===== config.mk =====
export PLATFORM = sky130hd
export DESIGN_NAME = uart_rx_fifo_flat
export DESIGN_NICKNAME = d
export VERILOG_FILES = /design/src/rtl/uart_rx_fifo_if.sv /design/src/rtl/uart_rx_fifo.sv /design/src/flat_wrapper.sv
export SDC_FILE = /design/constraint.sdc
export NUM_CORES = 1
export LEC_CHECK = 0
export CAP_MARGIN = 10
export CORE_ASPECT_RATIO = 0.5
export CORE_MARGIN = 4
export CORE_UTILIZATION = 40
export CTS_CLUSTER_DIAMETER = 40
export DETAILED_ROUTE_END_ITERATION = 10
export PLACE_DENSITY = 0.69
export SLEW_MARGIN = 0
export SYNTH_ARGS = -nofsm -noshare
export SYNTH_HDL_FRONTEND = slang
export SYNTH_SLANG_ARGS = --single-unit
export TNS_END_PERCENT = 100

===== constraint.sdc =====
create_clock -name clk -period 6 [get_ports clk]
set_clock_uncertainty 0.2 [all_clocks]
set_input_delay 1.2 -clock clk [delete_from_list [all_inputs] [get_ports clk]]
set_output_delay 1.2 -clock clk [all_outputs]
set_load 0.02 [all_outputs]

===== src/rtl/uart_rx_fifo_if.sv =====
// Receive-side bus of the UART receiver: serial line in, byte stream out with a valid/ready pop.
interface uart_rx_fifo_if #(
  parameter int unsigned DEPTH = 4
);
  logic                     rx;
  logic [7:0]               rx_data;
  logic                     rx_valid;
  logic                     rx_ready;
  logic [$clog2(DEPTH):0]   level;
  logic                     frame_err;
  logic                     overrun;

  // master: line driver and byte consumer; slave: the receiver itself
  modport master (
    output rx, rx_ready,
    input  rx_data, rx_valid, level, frame_err, overrun
  );

  modport slave (
    input  rx, rx_ready,
    output rx_data, rx_valid, level, frame_err, overrun
  );
endinterface


===== src/rtl/uart_rx_fifo.sv =====
// 8N1 UART receiver with BAUD_DIV oversampling, start/stop framing checks and a
// show-ahead byte FIFO drained through a valid/ready handshake.
module uart_rx_fifo #(
  parameter int unsigned BAUD_DIV = 16,
  parameter int unsigned DEPTH    = 4
) (
  input  logic           clk,
  input  logic           rst,
  uart_rx_fifo_if.slave  bus
);

  localparam int unsigned AW = $clog2(DEPTH);
  localparam int unsigned CW = $clog2(BAUD_DIV);

  typedef enum logic [1:0] {IDLE, START, DATA, STOP} state_t;

  state_t          state_q, state_d;
  logic [CW-1:0]   cnt_q, cnt_d;
  logic [2:0]      bit_q, bit_d;
  logic [7:0]      shift_q, shift_d;
  logic            s1_q, rxs_q;

  logic [7:0]      mem_q [DEPTH];
  logic [AW-1:0]   wr_ptr_q, rd_ptr_q;
  logic [AW:0]     level_q;
  logic            fe_q, ov_q;

  logic            push_req, fe_set;
  logic            full, pop, push, ov_set;

  always_ff @(posedge clk or negedge rst) begin
    if (!rst) begin
      s1_q  <= 1'b1;
      rxs_q <= 1'b1;
    end else begin
      s1_q  <= bus.rx;
      rxs_q <= s1_q;
    end
  end

  always_ff @(posedge clk or negedge rst) begin
    if (!rst) begin
      state_q <= IDLE;
      cnt_q   <= '0;
      bit_q   <= '0;
      shift_q <= '0;
    end else begin
      state_q <= state_d;
      cnt_q   <= cnt_d;
      bit_q   <= bit_d;
      shift_q <= shift_d;
    end
  end

  always_comb begin
    state_d  = state_q;
    cnt_d    = cnt_q + 1'b1;
    bit_d    = bit_q;
    shift_d  = shift_q;
    push_req = 1'b0;
    fe_set   = 1'b0;
    unique case (state_q)
      IDLE: begin
        cnt_d = '0;
        if (!rxs_q) state_d = START;
      end
      START: begin
        // start bit is checked half a bit in so later samples land mid-bit
        if (cnt_q == CW'(BAUD_DIV / 2 - 1)) begin
          cnt_d = '0;
          if (!rxs_q) begin
            state_d = DATA;
            bit_d   = '0;
          end else begin
            state_d = IDLE;
          end
        end
      end
      DATA: begin
        if (cnt_q == CW'(BAUD_DIV - 1)) begin
          cnt_d   = '0;
          shift_d = {rxs_q, shift_q[7:1]};
          bit_d   = bit_q + 1'b1;
          if (bit_q == 3'd7) state_d = STOP;
        end
      end
      STOP: begin
        // leave at mid stop bit so a back-to-back start edge is not missed
        if (cnt_q == CW'(BAUD_DIV - 1)) begin
          cnt_d   = '0;
          state_d = IDLE;
          if (rxs_q) push_req = 1'b1;
          else       fe_set   = 1'b1;
        end
      end
      default: state_d = IDLE;
    endcase
  end

  assign full   = (level_q == (AW + 1)'(DEPTH));
  assign pop    = (level_q != '0) && bus.rx_ready;
  assign push   = push_req && (!full || pop);
  assign ov_set = push_req && full && !pop;

  always_ff @(posedge clk or negedge rst) begin
    if (!rst) begin
      for (int unsigned i = 0; i < DEPTH; i++) mem_q[i] <= '0;
      wr_ptr_q <= '0;
      rd_ptr_q <= '0;
      level_q  <= '0;
      fe_q     <= 1'b0;
      ov_q     <= 1'b0;
    end else begin
      if (push) begin
        mem_q[wr_ptr_q] <= shift_q;
        wr_ptr_q        <= wr_ptr_q + 1'b1;
      end
      if (pop) rd_ptr_q <= rd_ptr_q + 1'b1;
      if (push && !pop)      level_q <= level_q + 1'b1;
      else if (pop && !push) level_q <= level_q - 1'b1;
      fe_q <= fe_set;
      ov_q <= ov_set;
    end
  end

  assign bus.rx_data   = mem_q[rd_ptr_q];
  assign bus.rx_valid  = (level_q != '0);
  assign bus.level     = level_q;
  assign bus.frame_err = fe_q;
  assign bus.overrun   = ov_q;

endmodule


===== src/flat_wrapper.sv =====
// flat-port wrapper written by rule: the top's interface ports become plain ports
module uart_rx_fifo_flat 
#(
  parameter int unsigned BAUD_DIV = 16,
  parameter int unsigned DEPTH    = 4
)
  (clk, rst, bus_rx, bus_rx_ready, bus_rx_data, bus_rx_valid, bus_level, bus_frame_err, bus_overrun);
  uart_rx_fifo_if #(.DEPTH(DEPTH)) bus_i ();
  input  logic clk;
  input  logic rst;
  input wire logic [$bits(bus_i.rx)-1:0] bus_rx;
  input wire logic [$bits(bus_i.rx_ready)-1:0] bus_rx_ready;
  output wire logic [$bits(bus_i.rx_data)-1:0] bus_rx_data;
  output wire logic [$bits(bus_i.rx_valid)-1:0] bus_rx_valid;
  output wire logic [$bits(bus_i.level)-1:0] bus_level;
  output wire logic [$bits(bus_i.frame_err)-1:0] bus_frame_err;
  output wire logic [$bits(bus_i.overrun)-1:0] bus_overrun;
  assign bus_i.rx = bus_rx;
  assign bus_i.rx_ready = bus_rx_ready;
  assign bus_rx_data = bus_i.rx_data;
  assign bus_rx_valid = bus_i.rx_valid;
  assign bus_level = bus_i.level;
  assign bus_frame_err = bus_i.frame_err;
  assign bus_overrun = bus_i.overrun;
  uart_rx_fifo #(.BAUD_DIV(BAUD_DIV), .DEPTH(DEPTH)) u_core (.clk(clk), .rst(rst), .bus(bus_i));
endmodule

==> impl_metrics.py <==
metrics = {
    "timing": {
        "drv_slew": 0,
        "relSlewSlack_pct": 50.0,
        "tightest_slew_ps": 749,
        "fmax_mhz": 277,
        "period_share_pct": 60.3,
        "setup_viol": 0,
        "setup_tns_ps": 0,
        "final-hold-violation-count": 0,
        "rsz0062_at_grt": "false",
        "fin_crit_ps": 3620,
    },
    "synth": {
        "synth_area_leader_cell": "dfrtp_1",
        "synthFlopType": "dfrtp_1",
        "synth_area_um2": 2780,
        "yosysSeqAreaShare_pct": 54.0,
        "async_reset_ff_share_pct": 100,
        "ys_types": 40,
        "synthMostInstantiatedCell": "dfrtp_1",
        "synthTopCellsByArea": "dfrtp_1 52%, mux2_2 17%, mux4_2 6.5%",
        "syn-mean-instance-area_um2": 15.0,
        "syn_inst": 186,
        "synthTopCellsByCount": "58 x dfrtp_1, 42 x mux2_2, 8 x ha_1, 8 x mux4_2",
        "synth_edf_count": 0,
        "synth_fp_nets": 199,
        "ys_seq_elements": 60,
        "synthDominantCellAreaShare_pct": 52.1,
        "yosys_warnings": 0,
    },
    "finish": {
        "layout-drive-gt1-share_pct": 37.9,
        "nets": 219,
        "fin_util_pct": 49.3,
        "syn_to_final_growth_pct": 19.2,
        "antenna_cells": 0,
    },
    "worst_setup_path": {
        "reg2regPathDepth": 9,
        "startpoint": "u_core.rd_ptr_q[0]",
        "crit_path_end": "bus_rx_data[6]",
        "crit_required_ps": 4600,
        "cp-start-kind": "register",
        "r2r_slack_ps": 3210,
        "crit_type": "reg -> out",
        "worstPathArrival_ps": 2220,
        "cp_max_fo": 10,
        "r2r_end": "u_core.bus.level[2]",
        "crit_path_end_kind": "output port",
        "crit-reg2reg-launch": "u_core.cnt_q[0]",
    },
    "power_and_ir_drop": {
        "vdd_drop_max_mv": 0.195,
        "power.density_nw_per_um2": 396,
        "leakagePower_nw": 1.54,
    },
    "clocking": {
        "ctsResizeCount": 0,
        "cts_sinks": 60,
        "cts_max_level": 3,
        "clkLatencyLatePin_ps": 320,
        "clkTransAtPathRegs_ps": 50,
        "clockRootBuffer": "clkbuf_16",
        "cts_buffer_depth": 2,
        "post_cts_buffers": 0,
        "tritoncts": "yes",
        "numCtsBuffers": 9,
        "hold_buffers": 0,
    },
    "die": {
        "die-area_um2": 8440,
        "die_width_um": 126,
        "num_io_pins": 18,
        "core_um2": 6730,
        "die_h_um": 67.0,
        "fp-row-count": 21,
        "initial_utilization_pct": 41.4,
    },
    "placement": {
        "dp_hpwl_mm": 3.09,
        "place.gp.congestion": 0.749,
        "io_buffers": 17,
    },
    "detailed_routing": {
        "first_pass_iters": 5,
        "drc": 0,
        "vias_per_cell": 5.04,
        "num_vias": 1528,
        "ant_nets": 0,
        "finalWirelength_mm": 4.71,
        "drt_iter0_drc": 76,
        "wl_per_cell_um": 15.6,
    },
    "hold_path": {
        "hold_class": "reg -> reg",
    },
    "global_route": {
        "grt_pass1_wl_mm": 7.91,
        "grt.overflow.total": 0,
        "grt_max_degree": 61,
        "grt.total_usage_pct": 12.7,
        "grt_antenna_before_repair": 0,
        "grt_pass1_vias": 1565,
    },
    "run_status": {
        "status": "completed",
    },
    "job": {
        "cap_violations": 0,
    },
}
## state kept, by name, summed over array words and instances (netlist names), named ones only
name,count
u_core.rd_ptr_q,2
u_core.wr_ptr_q,2
u_core.state_q,1
u_core.cnt_q,4
u_core.bus.frame_err,1
u_core.s1_q,1
u_core.bus.level,3
u_core.bit_q,3
u_core.shift_q,8
u_core.bus.overrun,1
u_core.mem_q,32
u_core.rxs_q,1
## worst min path at each step
| stage | start | to | slack, ps | cells past startpoint |
|---|---|---|---|---|
| finish | u_core.s1_q | u_core.rxs_q | 150 | 0 |
| floorplan | u_core.s1_q | u_core.rxs_q | 150 | 0 |
| CTS | u_core.s1_q | u_core.rxs_q | 160 | 0 |
| detailed placement | u_core.s1_q | u_core.rxs_q | 150 | 0 |
| global placement | u_core.s1_q | u_core.rxs_q | 150 | 0 |
| global route | u_core.s1_q | u_core.rxs_q | 160 | 0 |
## kinds of logic after synthesis
group                    share of synthesized area (%)
flip-flops                                        54.0
multiplexers                                      24.7
AND/OR/NAND/NOR                                   8.40
buffers and inverters                             3.06
AO/OA/AOI/OAI                                     3.28
adder cells (fa/ha/maj)                           4.31
XOR/XNOR                                          2.20
## area by class of cell
class                      count  area [µm²]
inverter                       6        22.5
clock inverter                 7        76.3
fill                         588        3410
tap                           92         115
sequential                    60        1500
timing repair buffer          19         180
clock buffer                   9         225
multi-input combinational    110        1190
## worst max-delay path: stages (launching register included)
cell             delay (ps)
dfrtp_1                 740
mux4_2                  590
clkdlybuf4s50_1         560
## per-layer routing
layer / GRT usage [%] / routed length, µm / vias to the layer above / share of wire (%)
li1: - / - / 712 / -
met1: 14.6 / 2150 / 789 / 46
met2: 20.5 / 2350 / 23 / 50
met3: 6.08 / 168 / 4 / 3.6
met4: 5.61 / 42 / 0 / 0.89
met5: 0 / 0 / - / 0
## placed cells by master (no fill, tap or decap), drive strengths merged, types with 3 or more instances in the layout
cell type and n:
nand2 4, mux2 43, buf 3, mux4 8, nand3 3, xnor2 5
clkbuf 9, nand4 4, nor2 5, ha 8, dfrtp 58, clkinv 3
clkdlybuf4s50 16, nor2b 3, inv 7
## power by group
part	leakage [nW]	switching [mW]	internal, mW	total (mW)
sequential	0.800	0.0924	0.455	0.547
combinational	0.595	0.117	0.139	0.256
clock	0.142	0.188	0.323	0.510
total	1.54	0.397	0.917	1.31
## metrics by stage
step	total power, mW	hold WS [ps]	instance area, µm²	std cells	setup WS [ps]
after global routing	1.39	163	3320	303	2250
after floorplan	0.745	145	2780	186	2790
after global placement	0.803	146	3020	287	2320
final	1.31	154	3320	303	2380
after detailed placement	0.816	148	3020	287	2280
after CTS	1.33	156	3320	303	2310
Note: power is estimated with default switching activity, not from simulation.
